**config.mk**
```make
export PLATFORM = sky130hd
export DESIGN_NAME = decode
export DESIGN_NICKNAME = d
export VERILOG_FILES = /design/src/rtl/decode.sv
export SDC_FILE = /design/constraint.sdc
export NUM_CORES = 1
export LEC_CHECK = 0
export BUFFER_PORTS_ARGS = -buffer_cell sky130_fd_sc_hd__buf_2
export CORE_UTILIZATION = 35
export CTS_CLUSTER_DIAMETER = 50
export DETAILED_ROUTE_END_ITERATION = 6
export PLACE_DENSITY = 0.74
export SLEW_MARGIN = 20
export SYNTH_ARGS = -nofsm -noshare
export SYNTH_HDL_FRONTEND = slang
export SYNTH_SLANG_ARGS = --single-unit
```
**constraint.sdc**
```tcl
create_clock -name clk -period 4.8 [get_ports clk]
set_input_delay 0.48 -clock clk [delete_from_list [all_inputs] [get_ports clk]]
set_output_delay 0.48 -clock clk [all_outputs]
set_load 0.05 [all_outputs]
```
**src/rtl/decode.sv**
```systemverilog
// ---------------------------------------------------------------------------
// decode
// Second pipeline stage. Turns the fetched instruction word into an execution
// unit, an encoding format, register indexes and a sign-extended immediate.
// It also detects load-use hazards: fetch is held and one bubble is issued.
//
// Ports
//   clk, reset       rising-edge clock, synchronous active-high reset
//   stall            global stall; every register holds
//   instruction      instruction word from memory (aligned with NPC_in)
//   NPC_in, tag_in   PC and tag of that instruction, from fetch
//   rs1, rs2         source indexes to the register bank (combinational)
//   hazard           combinational load-use interlock back to fetch
//   rd_out, imm_out, format_out, unit_out, instruction_out,
//   NPC_out, tag_out, valid_out
//                    registered decode results for execute
// ---------------------------------------------------------------------------
module decode #(
  parameter logic [31:0] BUBBLE_INSTR   = 32'h00000013,
  parameter logic        LOAD_HAZARD_EN = 1'b1
) (
  input  logic        clk,
  input  logic        reset,
  input  logic        stall,
  input  logic [31:0] instruction,
  input  logic [31:0] NPC_in,
  input  logic [3:0]  tag_in,
  output logic [4:0]  rs1,
  output logic [4:0]  rs2,
  output logic        hazard,
  output logic [4:0]  rd_out,
  output logic [31:0] imm_out,
  output logic [2:0]  format_out,
  output logic [2:0]  unit_out,
  output logic [31:0] instruction_out,
  output logic [31:0] NPC_out,
  output logic [3:0]  tag_out,
  output logic        valid_out
);

  localparam logic [6:0] OP_LUI    = 7'b0110111;
  localparam logic [6:0] OP_AUIPC  = 7'b0010111;
  localparam logic [6:0] OP_JAL    = 7'b1101111;
  localparam logic [6:0] OP_JALR   = 7'b1100111;
  localparam logic [6:0] OP_BRANCH = 7'b1100011;
  localparam logic [6:0] OP_LOAD   = 7'b0000011;
  localparam logic [6:0] OP_STORE  = 7'b0100011;
  localparam logic [6:0] OP_IMM    = 7'b0010011;
  localparam logic [6:0] OP_REG    = 7'b0110011;
  localparam logic [6:0] OP_SYSTEM = 7'b1110011;

  localparam logic [2:0] FMT_R = 3'd0;
  localparam logic [2:0] FMT_I = 3'd1;
  localparam logic [2:0] FMT_S = 3'd2;
  localparam logic [2:0] FMT_B = 3'd3;
  localparam logic [2:0] FMT_U = 3'd4;
  localparam logic [2:0] FMT_J = 3'd5;

  localparam logic [2:0] UNIT_ADDER   = 3'd0;
  localparam logic [2:0] UNIT_LOGIC   = 3'd1;
  localparam logic [2:0] UNIT_SHIFTER = 3'd2;
  localparam logic [2:0] UNIT_BRANCH  = 3'd3;
  localparam logic [2:0] UNIT_JUMP    = 3'd4;
  localparam logic [2:0] UNIT_MEMORY  = 3'd5;
  localparam logic [2:0] UNIT_CSR     = 3'd6;
  localparam logic [2:0] UNIT_ILLEGAL = 3'd7;

  logic [6:0]  opcode;
  logic [4:0]  inst_rd;
  logic [31:0] imm_i, imm_s, imm_b, imm_u, imm_j;
  logic [2:0]  alu_unit;

  logic [2:0]  dec_unit;
  logic [2:0]  dec_format;
  logic [31:0] dec_imm;
  logic [4:0]  dec_rd;
  logic        use_rs1;
  logic        use_rs2;
  logic        is_load;

  logic        lock_valid;
  logic [4:0]  lock_rd;

  assign opcode  = instruction[6:0];
  assign inst_rd = instruction[11:7];
  assign rs1     = instruction[19:15];
  assign rs2     = instruction[24:20];

  assign imm_i = {{20{instruction[31]}}, instruction[31:20]};
  assign imm_s = {{20{instruction[31]}}, instruction[31:25], instruction[11:7]};
  assign imm_b = {{19{instruction[31]}}, instruction[31], instruction[7],
                  instruction[30:25], instruction[11:8], 1'b0};
  assign imm_u = {instruction[31:12], 12'b0};
  assign imm_j = {{11{instruction[31]}}, instruction[31], instruction[19:12],
                  instruction[20], instruction[30:21], 1'b0};

  // Register/immediate ALU ops pick their unit from funct3 alone; the
  // add/sub and srl/sra distinctions are left to execute via funct7.
  always_comb begin
    alu_unit = UNIT_ADDER;
    case (instruction[14:12])
      3'b001, 3'b101:         alu_unit = UNIT_SHIFTER;
      3'b100, 3'b110, 3'b111: alu_unit = UNIT_LOGIC;
      default:                alu_unit = UNIT_ADDER;
    endcase
  end

  // Main decode. Unknown opcodes (which includes any word whose low two
  // bits are not 2'b11) fall through to ILLEGAL with no destination and no
  // source usage, so they can never create or trigger an interlock.
  always_comb begin
    dec_unit   = UNIT_ILLEGAL;
    dec_format = FMT_R;
    dec_imm    = 32'd0;
    dec_rd     = 5'd0;
    use_rs1    = 1'b0;
    use_rs2    = 1'b0;
    is_load    = 1'b0;
    case (opcode)
      OP_LUI, OP_AUIPC: begin
        dec_unit = UNIT_ADDER; dec_format = FMT_U; dec_imm = imm_u; dec_rd = inst_rd;
      end
      OP_JAL: begin
        dec_unit = UNIT_JUMP; dec_format = FMT_J; dec_imm = imm_j; dec_rd = inst_rd;
      end
      OP_JALR: begin
        dec_unit = UNIT_JUMP; dec_format = FMT_I; dec_imm = imm_i; dec_rd = inst_rd;
        use_rs1  = 1'b1;
      end
      OP_BRANCH: begin
        dec_unit = UNIT_BRANCH; dec_format = FMT_B; dec_imm = imm_b;
        use_rs1  = 1'b1; use_rs2 = 1'b1;
      end
      OP_LOAD: begin
        dec_unit = UNIT_MEMORY; dec_format = FMT_I; dec_imm = imm_i; dec_rd = inst_rd;
        use_rs1  = 1'b1; is_load = 1'b1;
      end
      OP_STORE: begin
        dec_unit = UNIT_MEMORY; dec_format = FMT_S; dec_imm = imm_s;
        use_rs1  = 1'b1; use_rs2 = 1'b1;
      end
      OP_IMM: begin
        dec_unit = alu_unit; dec_format = FMT_I; dec_imm = imm_i; dec_rd = inst_rd;
        use_rs1  = 1'b1;
      end
      OP_REG: begin
        dec_unit = alu_unit; dec_format = FMT_R; dec_rd = inst_rd;
        use_rs1  = 1'b1; use_rs2 = 1'b1;
      end
      OP_SYSTEM: begin
        dec_unit = UNIT_CSR; dec_format = FMT_I; dec_imm = imm_i; dec_rd = inst_rd;
        use_rs1  = 1'b1;
      end
      default: ;
    endcase
  end

  // The lock only ever holds a non-zero rd, but x0 sources are excluded
  // explicitly as well so x0 can never interlock.
  assign hazard = LOAD_HAZARD_EN & lock_valid &
                  ((use_rs1 & (rs1 != 5'd0) & (rs1 == lock_rd)) |
                   (use_rs2 & (rs2 != 5'd0) & (rs2 == lock_rd)));

  // Pipeline register and load lock. A hazard edge issues a bubble and
  // clears the lock, so the held instruction decodes normally next edge.
  always_ff @(posedge clk) begin
    if (reset) begin
      rd_out          <= 5'd0;
      imm_out         <= 32'd0;
      format_out      <= FMT_R;
      unit_out        <= UNIT_ADDER;
      instruction_out <= BUBBLE_INSTR;
      NPC_out         <= 32'd0;
      tag_out         <= 4'd0;
      valid_out       <= 1'b0;
      lock_valid      <= 1'b0;
      lock_rd         <= 5'd0;
    end else if (!stall) begin
      NPC_out <= NPC_in;
      tag_out <= tag_in;
      if (hazard) begin
        rd_out          <= 5'd0;
        imm_out         <= 32'd0;
        format_out      <= FMT_I;
        unit_out        <= UNIT_ADDER;
        instruction_out <= BUBBLE_INSTR;
        valid_out       <= 1'b0;
        lock_valid      <= 1'b0;
        lock_rd         <= 5'd0;
      end else begin
        rd_out          <= dec_rd;
        imm_out         <= dec_imm;
        format_out      <= dec_format;
        unit_out        <= dec_unit;
        instruction_out <= instruction;
        valid_out       <= 1'b1;
        lock_valid      <= is_load & (dec_rd != 5'd0);
        lock_rd         <= dec_rd;
      end
    end
  end

endmodule

```
==> metrics.txt, run 1 <==
Total GRT Usage=20.0%; CTS Buffer Depth=2; total vias in the final route=4,088; Yosys cell types=45; placed cells=784; Rows=40; part of the cycle the worst path needs=52.0%; CP Data Arrival Time=2.02 ns; clock skew=0.00350 ns; FMAX=401 MHz; proportion of layout cells with a drive suffix above 1=36.1%; Crit Path Max Fanout=5; Worst Path Required=4.32 ns; CTS Buf Count=17; static leakage=2.87 nW; EDFF count, synth=0; vias per inst=5.01; Hold WC Path Type=in -> reg; slew margin rel.=36.6%; Worst Hold Depth=3; clock sinks=113; Worst-path clk slew=0.05 ns; Primary FF master, synth=dfxtp_1; clk_lat worst skew=0.41 ns; FF+latch count, synth=113; input/output buffers=193; CTS resizes=0; Worst Tran Pin Value=0.949 ns; RSZ-0062 raised after global routing=false; dominant cells by area after synthesis=dfxtp_1 (51%), mux2i_1 (8.5%), a22o_1 (5.5%); Hold Buf Count CTS=0; htree depth=4; DR DRC count=0; commonest non-fill, non-tap cell in the layout=buf_2; postcts setup bufs=0; Mapped Cells=464; Antenna Cells=0; R2R setup slack=2.52 ns; TritonCTS clock tree=yes; fill count=1,164; commonest cells after routing, fill and taps aside=buf_2 (193), dfxtp_1 (113), nand2_1 (43), nor2_1 (43), mux2i_1 (38); Place WS=2.12 ns; worst setup slack after layout=2.30 ns; core area=12,200 µm²; CP startpoint kind=flip-flop; post-synthesis instance area=4460 µm²; GPL Wtd Cong=0.847; endpoints failing hold=0; Max-Cap Viols=0; fin util=49.6%; DR WL/cell=16.0 µm; Synth top area share=50.8%; CP endpoint kind=primary output; Worst IR Drop VDD=0.266 mV; Nets=706; first-pass GRT wire length=19.8 mm; Critical R2R Capture=imm_out[19]; fin cells=816; combined flip-flop and latch cell area=2260 µm²; status=finished, final reports clean; Mapped Nets=535; Detail Route Antenna Nets=0; Root Driver=clkbuf_16; Final Max Tran Viols=0; hold worst-path end=NPC_out[28]; Synth area leader=dfxtp_1; ys async rst share=0%; initial antenna violation count=1; Ports=194; Final Critical Period=2.50 ns; 1st-iter DRT viols=209; crit path from=lock_rd[0]; vias in the first global route=3,883; setup TNS=0 ns; WS Path Type=reg -> out; hold_sp=NPC_in[28]; syn avg cell area=9.61 µm²; Area Growth Syn to Fin=35.9%; yosys warns=0; depth of the most critical reg-to-reg path=5; dpl hpwl=9.34 mm; worst r2r src=lock_rd[0]; die width=115 µm; PD cells=446 nW/µm²; grt total ovfl=0; drt first pass iters=4; initial core utilization=36.5%; endpoints failing setup=0; sequential share of the synthesized area=50.8%; die area=13,200 µm²; area taken by multi-input logic gates=1940 µm²; Routed WL=13.1 mm; largest net degree at the start of global routing=73; chip height=115 µm
-- worst max path at each step --
stage / end / slack, ns
floorplan: hazard / 2.57
global placement: imm_out[23] / 2.21
detailed placement: imm_out[19] / 2.12
CTS: hazard / 2.30
global route: hazard / 2.12
finish: hazard / 2.30
-- state kept, by name, summed over array words and instances (netlist names) --
register and flops:
valid_out 1, format_out 3, tag_out 4, instruction_out 32
unit_out 3, imm_out 32, NPC_out 32, lock_valid 1
lock_rd 5
-- through the flow --
stage | hold slack (ns) | power, mW | cell area (µm²)
3_3_place_gp | 0.434 | 1.39 | 5420
4_1_cts | 0.289 | 2.73 | 6060
6_report | 0.302 | 2.70 | 6060
2_1_floorplan | 0.439 | 1.29 | 4460
5_1_grt | 0.294 | 2.80 | 6060
3_5_place_dp | 0.441 | 1.39 | 5420
-- cells in the mapped netlist (4+ instances only) --
library cell  number
dfxtp_1          113
nand2_1           43
nor2_1            43
mux2i_1           38
o21ai_0           37
a21oi_1           30
a22o_1            28
clkbuf_1          23
a32o_1            12
buf_4             10
nor2b_1            8
xor2_1             7
buf_2              6
buf_6              5
nor3_1             5
a22oi_1            4
and2_1             4
inv_1              4
nand2b_1           4
nand3_1            4
o31ai_1            4
-- kinds of logic (layout without fill, tap and decap cells) --
family / after synthesis / count (layout) / share of synthesized area (%)
compound gates: 132 / 132 / 20.3
xor+xnor: 8 / 8 / 1.57
buf+inv: 49 / 233 / 5.98
flops: 113 / 113 / 50.8
mux: 38 / 38 / 8.53
simple gates: 124 / 124 / 12.8
-- layer usage --
| metal | global-route usage, % | part of all wire (%) | up-vias |
|---|---|---|---|
| li1 | - | - | 1992 |
| met1 | 22.9 | 43 | 1887 |
| met2 | 33.1 | 46 | 181 |
| met3 | 7.06 | 8.0 | 26 |
| met4 | 10.0 | 2.3 | 2 |
| met5 | 0 | 0.099 | - |
-- critical path, stage by stage, from the launching register on --
cell       delay (ns)
dfxtp_1          0.37
xor2_1           0.19
a2111oi_2        0.34
o2111ai_1        0.22
nand2_1          0.20
buf_2            0.29
-- power by group --
group          internal (mW)  switching (mW)
Sequential             0.980          0.0206
Combinational         0.0985           0.275
Clock                  0.893           0.433
Total                   1.97           0.728
-- final cells by class --
type / count / share of cell area [%]
clock buffers: 19 / 7.48
flip-flops and latches: 113 / 37.3
multi-input cells: 302 / 32.0
well taps: 168 / 3.47
clock inverters: 13 / 3.06
repair buffers: 197 / 16.4
inverters: 4 / 0.248
No activity file was read; power rests on OpenSTA's default activity.
==> run 2: changes to the inputs <==
PLACE_DENSITY = 0.76   (was 0.74)
clock period = 2.1 ns   (was 4.8 ns; I/O delays follow)
==> metrics.txt, run 2 (synthesis gave the netlist of run 1 again) <==
clock skew=0.00549 ns; vias in the first global route=3,949; Regs by FF count=NPC_out (32), imm_out (32), instruction_out (32); slew margin rel.=57.7%; Ports=194; Worst Path Required=1.89 ns; part of the cycle the worst path needs=95.9%; placed cells=797; DR WL/cell=16.0 µm; grt total ovfl=0; DR DRC count=0; Root Driver=clkbuf_16; Final Critical Period=2.01 ns; largest net degree at the start of global routing=73; Hold Buf Count CTS=0; htree depth=4; Nets=719; placed inst area=5530 µm²; Worst IR Drop VDD=0.507 mV; input/output buffers=193; 1st-iter DRT viols=362; vias per inst=5.00; Worst-path clk slew=0.05 ns; clock sinks=113; Final Max Tran Viols=0; CP max stage cell=dfxtp_1; depth of the most critical reg-to-reg path=6; Area Growth Syn to Fin=36.9%; Total GRT Usage=20.0%; FMAX=497 MHz; initial core utilization=36.5%; worst path cell trace=xor2_1, nor4_2, nand3_1, nand2_2, buf_8; commonest non-fill, non-tap cell in the layout=buf_2; dpl hpwl=9.82 mm; Buffers & Inverters on Critical Path=1; RSZ-0062 raised after global routing=false; PD cells=930 nW/µm²; static leakage=2.91 nW; Worst Tran Pin Value=0.635 ns; Rows=40; proportion of layout cells with a drive suffix above 1=37.7%; Critical R2R Capture=imm_out[8]; setup TNS=0 ns; drt first pass iters=4; initial antenna violation count=0; worst r2r src=lock_rd[1]; fin cells=826; Worst path depth=5; Hold WC Path Type=in -> reg; fin area=6100 µm²; Crit Path Max Fanout=5; TritonCTS clock tree=yes; endpoints failing setup=0; die area=13,200 µm²; clk_lat worst skew=0.41 ns; fin util=50.0%; R2R setup slack=0.14 ns; chip height=115 µm; CP endpoint kind=primary output; die width=115 µm; WS Path Type=reg -> out; endpoints failing hold=0; CP startpoint kind=flip-flop; cell family with most CP delay=simple AND/OR/NAND/NOR gates; hold_ws=0.0422 ns; GPL Wtd Cong=0.905; worst setup path endpoint=hazard; crit path from=lock_rd[1]; CTS Buf Count=17; Max-Cap Viols=0; Antenna Cells=0; core area=12,200 µm²; first-pass GRT wire length=20.1 mm; status=finished, final reports clean; Detail Route Antenna Nets=0; CP max stage delay=0.44 ns; commonest cells after routing, fill and taps aside=buf_2 (192), dfxtp_1 (111), nor2_1 (43); CTS Buffer Depth=2; Routed WL=13.2 mm; CP Data Arrival Time=1.80 ns; total vias in the final route=4,133
==> run 2: final cells by class <==
cell class              count  area [µm²]
fillers                  1165        6110
flip-flops and latches    113        2270
multi-input cells         302        1960
repair buffers            210        1120
clock buffers              23         498
well taps                 168         210
clock inverters             6        32.5
inverters                   4        15.0
==> run 2: power by group <==
| group | total [mW] | leakage, nW | switching, mW | internal, mW |
|---|---|---|---|---|
| clock | 2.51 | 0.266 | 0.886 | 1.62 |
| sequential | 2.29 | 0.927 | 0.0462 | 2.24 |
| combinational | 0.878 | 1.72 | 0.636 | 0.243 |
==> run 2: what timing repair did <==
item / CTS / global route
pin swaps: 0 / 3
setup endpoints to repair: 1 / 1
gates resized for setup: 1 / 8
buffers inserted: 0 / 0
==> run 2: worst register-to-register path, cell delays in order (launching register included) <==
cell and delay (ns):
dfxtp_1 0.44, xor2_1 0.13, nor4_2 0.38, a311oi_2 0.17, and2_1 0.20, buf_4 0.23, a32o_1 0.30
==> run 2: layer usage <==
layer	wire length, µm	vias up	share of wire, %	track usage, %
li1	-	2018	-	-
met4	285	0	2.2	9.18
met1	5500	1901	42	23.0
met2	6320	188	48	34.0
met5	0	-	0	0
met3	1110	26	8.4	6.06
==> run 2: per-stage QoR <==
| stage | total power [mW] | setup WS [ns] |
|---|---|---|
| 2_1_floorplan | 2.95 | 0.00986 |
| 3_3_place_gp | 3.19 | 0.217 |
| 3_5_place_dp | 3.21 | 0.159 |
| 4_1_cts | 5.73 | 0.00194 |
| 5_1_grt | 5.90 | 0.00782 |
| 6_report | 5.68 | 0.0865 |
==> run 2: worst min-delay path by stage <==
| stage | start | endpoint | slack [ns] | cells after the start |
|---|---|---|---|---|
| after floorplan | instruction[10] | instruction_out[10] | 0.34 | 1 |
| after global placement | valid_out | valid_out | 0.43 | 2 |
| after detailed placement | valid_out | valid_out | 0.44 | 2 |
| after CTS | NPC_in[7] | NPC_out[7] | 0.02 | 3 |
| after global routing | NPC_in[28] | NPC_out[28] | 0.04 | 3 |
| final | NPC_in[7] | NPC_out[7] | 0.04 | 3 |
==> run 3: changes to the inputs <==
BUFFER_PORTS_ARGS = not set   (was -buffer_cell sky130_fd_sc_hd__buf_2)
DONT_BUFFER_PORTS = 1   (was not set)
PLACE_DENSITY = 0.63   (was 0.76)
==> metrics.txt, run 3 (synthesis gave the netlist of run 1 again) <==
status=finished, final reports clean; Worst path depth=5; Power Total=5.89 mW; Worst IR Drop VDD=0.641 mV; CP Data Arrival Time=1.82 ns; Routed WL=15.0 mm; DR WL/cell=20.3 µm; FMAX=492 MHz; depth of the most critical reg-to-reg path=6; Area Growth Syn to Fin=40.4%; Worst-path clk slew=0.05 ns; Max-Cap Viols=0; largest net degree at the start of global routing=60; Regs by FF count=NPC_out (32), imm_out (32), instruction_out (32); WS Path Type=reg -> out; uppermost layer routed=met5; endpoints failing setup=0; vias per inst=5.30; static leakage=2.44 nW; drt first pass iters=7; CP startpoint kind=flip-flop; dpl hpwl=8.63 mm; GPL Wtd Cong=0.849; clock skew=0.00326 ns; hold_ws=0.0259 ns; crit path from=lock_rd[2]; Buffers & Inverters on Critical Path=1; worst setup path endpoint=hazard; fill count=1,099; fin cells=742; Total GRT Usage=22.8%; CP max stage cell=dfxtp_4; cell family with most CP delay=compound AO/OA/AOI/OAI gates; initial antenna violation count=1; die area=13,200 µm²; clk_lat worst skew=0.41 ns; total vias in the final route=3,935; part of the cycle the worst path needs=96.9%; input/output buffers=0; Crit Path Max Fanout=4; first-pass GRT wire length=22.2 mm; Nets=631; metal3 WL=1.59 mm; slew margin rel.=48.8%; met1 WL=6.12 mm; commonest cells after routing, fill and taps aside=dfxtp_1 (111), dlygate4sd3_1 (105), nor2_1 (43); Ports=194; Worst Tran Pin Value=0.768 ns; vias in the first global route=3,939; Critical R2R Capture=imm_out[10]; Worst Path Required=1.89 ns; TritonCTS clock tree=yes; Final Max Tran Viols=0; placed cells=602; commonest non-fill, non-tap cell in the layout=dfxtp_1; PD cells=942 nW/µm²; R2R setup slack=0.15 ns; clock sinks=113; htree depth=4; grt total ovfl=0; Rows=40; die width=115 µm; chip height=115 µm; CTS Buffer Depth=2; Hold WC Path Type=in -> reg; routed wl met2=7.13 mm; CP max stage delay=0.36 ns; 1st-iter DRT viols=302; DR DRC count=0; worst path cell trace=xor2_2, a2111oi_4, o2111ai_2, nand2_2, buf_12; core area=12,200 µm²; worst r2r src=lock_rd[2]; proportion of layout cells with a drive suffix above 1=10.1%; initial core utilization=36.5%; CP endpoint kind=primary output; Root Driver=clkbuf_16; CTS Buf Count=17; Detail Route Antenna Nets=0; endpoints failing hold=0; Final Critical Period=2.03 ns
## run 3: how the worst min path moves through the flow
stage	start	endpoint	slack [ns]	cells past startpoint
2_1_floorplan	instruction[10]	instruction_out[10]	0.34	1
3_3_place_gp	reset	tag_out[3]	0.29	1
3_5_place_dp	reset	NPC_out[14]	0.29	1
4_1_cts	instruction[21]	imm_out[1]	0.003	2
5_1_grt	instruction[24]	imm_out[4]	0.008	2
6_report	instruction[10]	imm_out[3]	0.03	2
## run 3: cell type report
| type | instances | area (µm²) | area share (%) |
|---|---|---|---|
| timing repair buffer | 122 | 1220 | 19.4 |
| clock buffer | 19 | 443 | 7.08 |
| antenna | 1 | 2.50 | 0.0400 |
| clock inverter | 13 | 139 | 2.22 |
| tap | 168 | 210 | 3.36 |
| multi-input combinational | 302 | 1960 | 31.4 |
| inverter | 4 | 15.0 | 0.240 |
| sequential | 113 | 2270 | 36.2 |
## run 3: where the power goes
group	total, mW	switching [mW]	internal, mW
sequential	2.63	0.388	2.24
combinational	0.487	0.207	0.280
clock	2.78	1.01	1.77
total	5.89	1.61	4.29
## run 3: worst reg2reg max path, stage by stage (launching register included)
cell       delay (ns)
dfxtp_4          0.36
xor2_2           0.18
a2111oi_4        0.34
o2111ai_2        0.20
and2_1           0.20
buf_4            0.24
a32o_1           0.31
## run 3: per-layer routing
metal,vias up,track usage [%]
met1,1825,26.0
met2,243,38.3
met5,-,0
met4,2,8.05
li1,1845,-
met3,20,9.33
## run 3: what timing repair did
item	CTS	global route
hold buffers	106	0
gates resized for setup	1	5
endpoints found under the setup margin	1	1
endpoints found under the hold margin	102	0
pin swaps	0	3
setup buffers	0	1
## run 3: metrics by stage
stage	area (µm²)	setup TNS (ns)	setup slack (ns)	util [%]
3_5_place_dp	4560	0	0.205	37.4
6_report	6260	0	0.0656	51.2
2_1_floorplan	4460	0	0.00986	-
4_1_cts	6220	0	0.0288	50.9
3_3_place_gp	4560	0	0.274	37.4
5_1_grt	6250	-0.00154	-0.00154	51.2
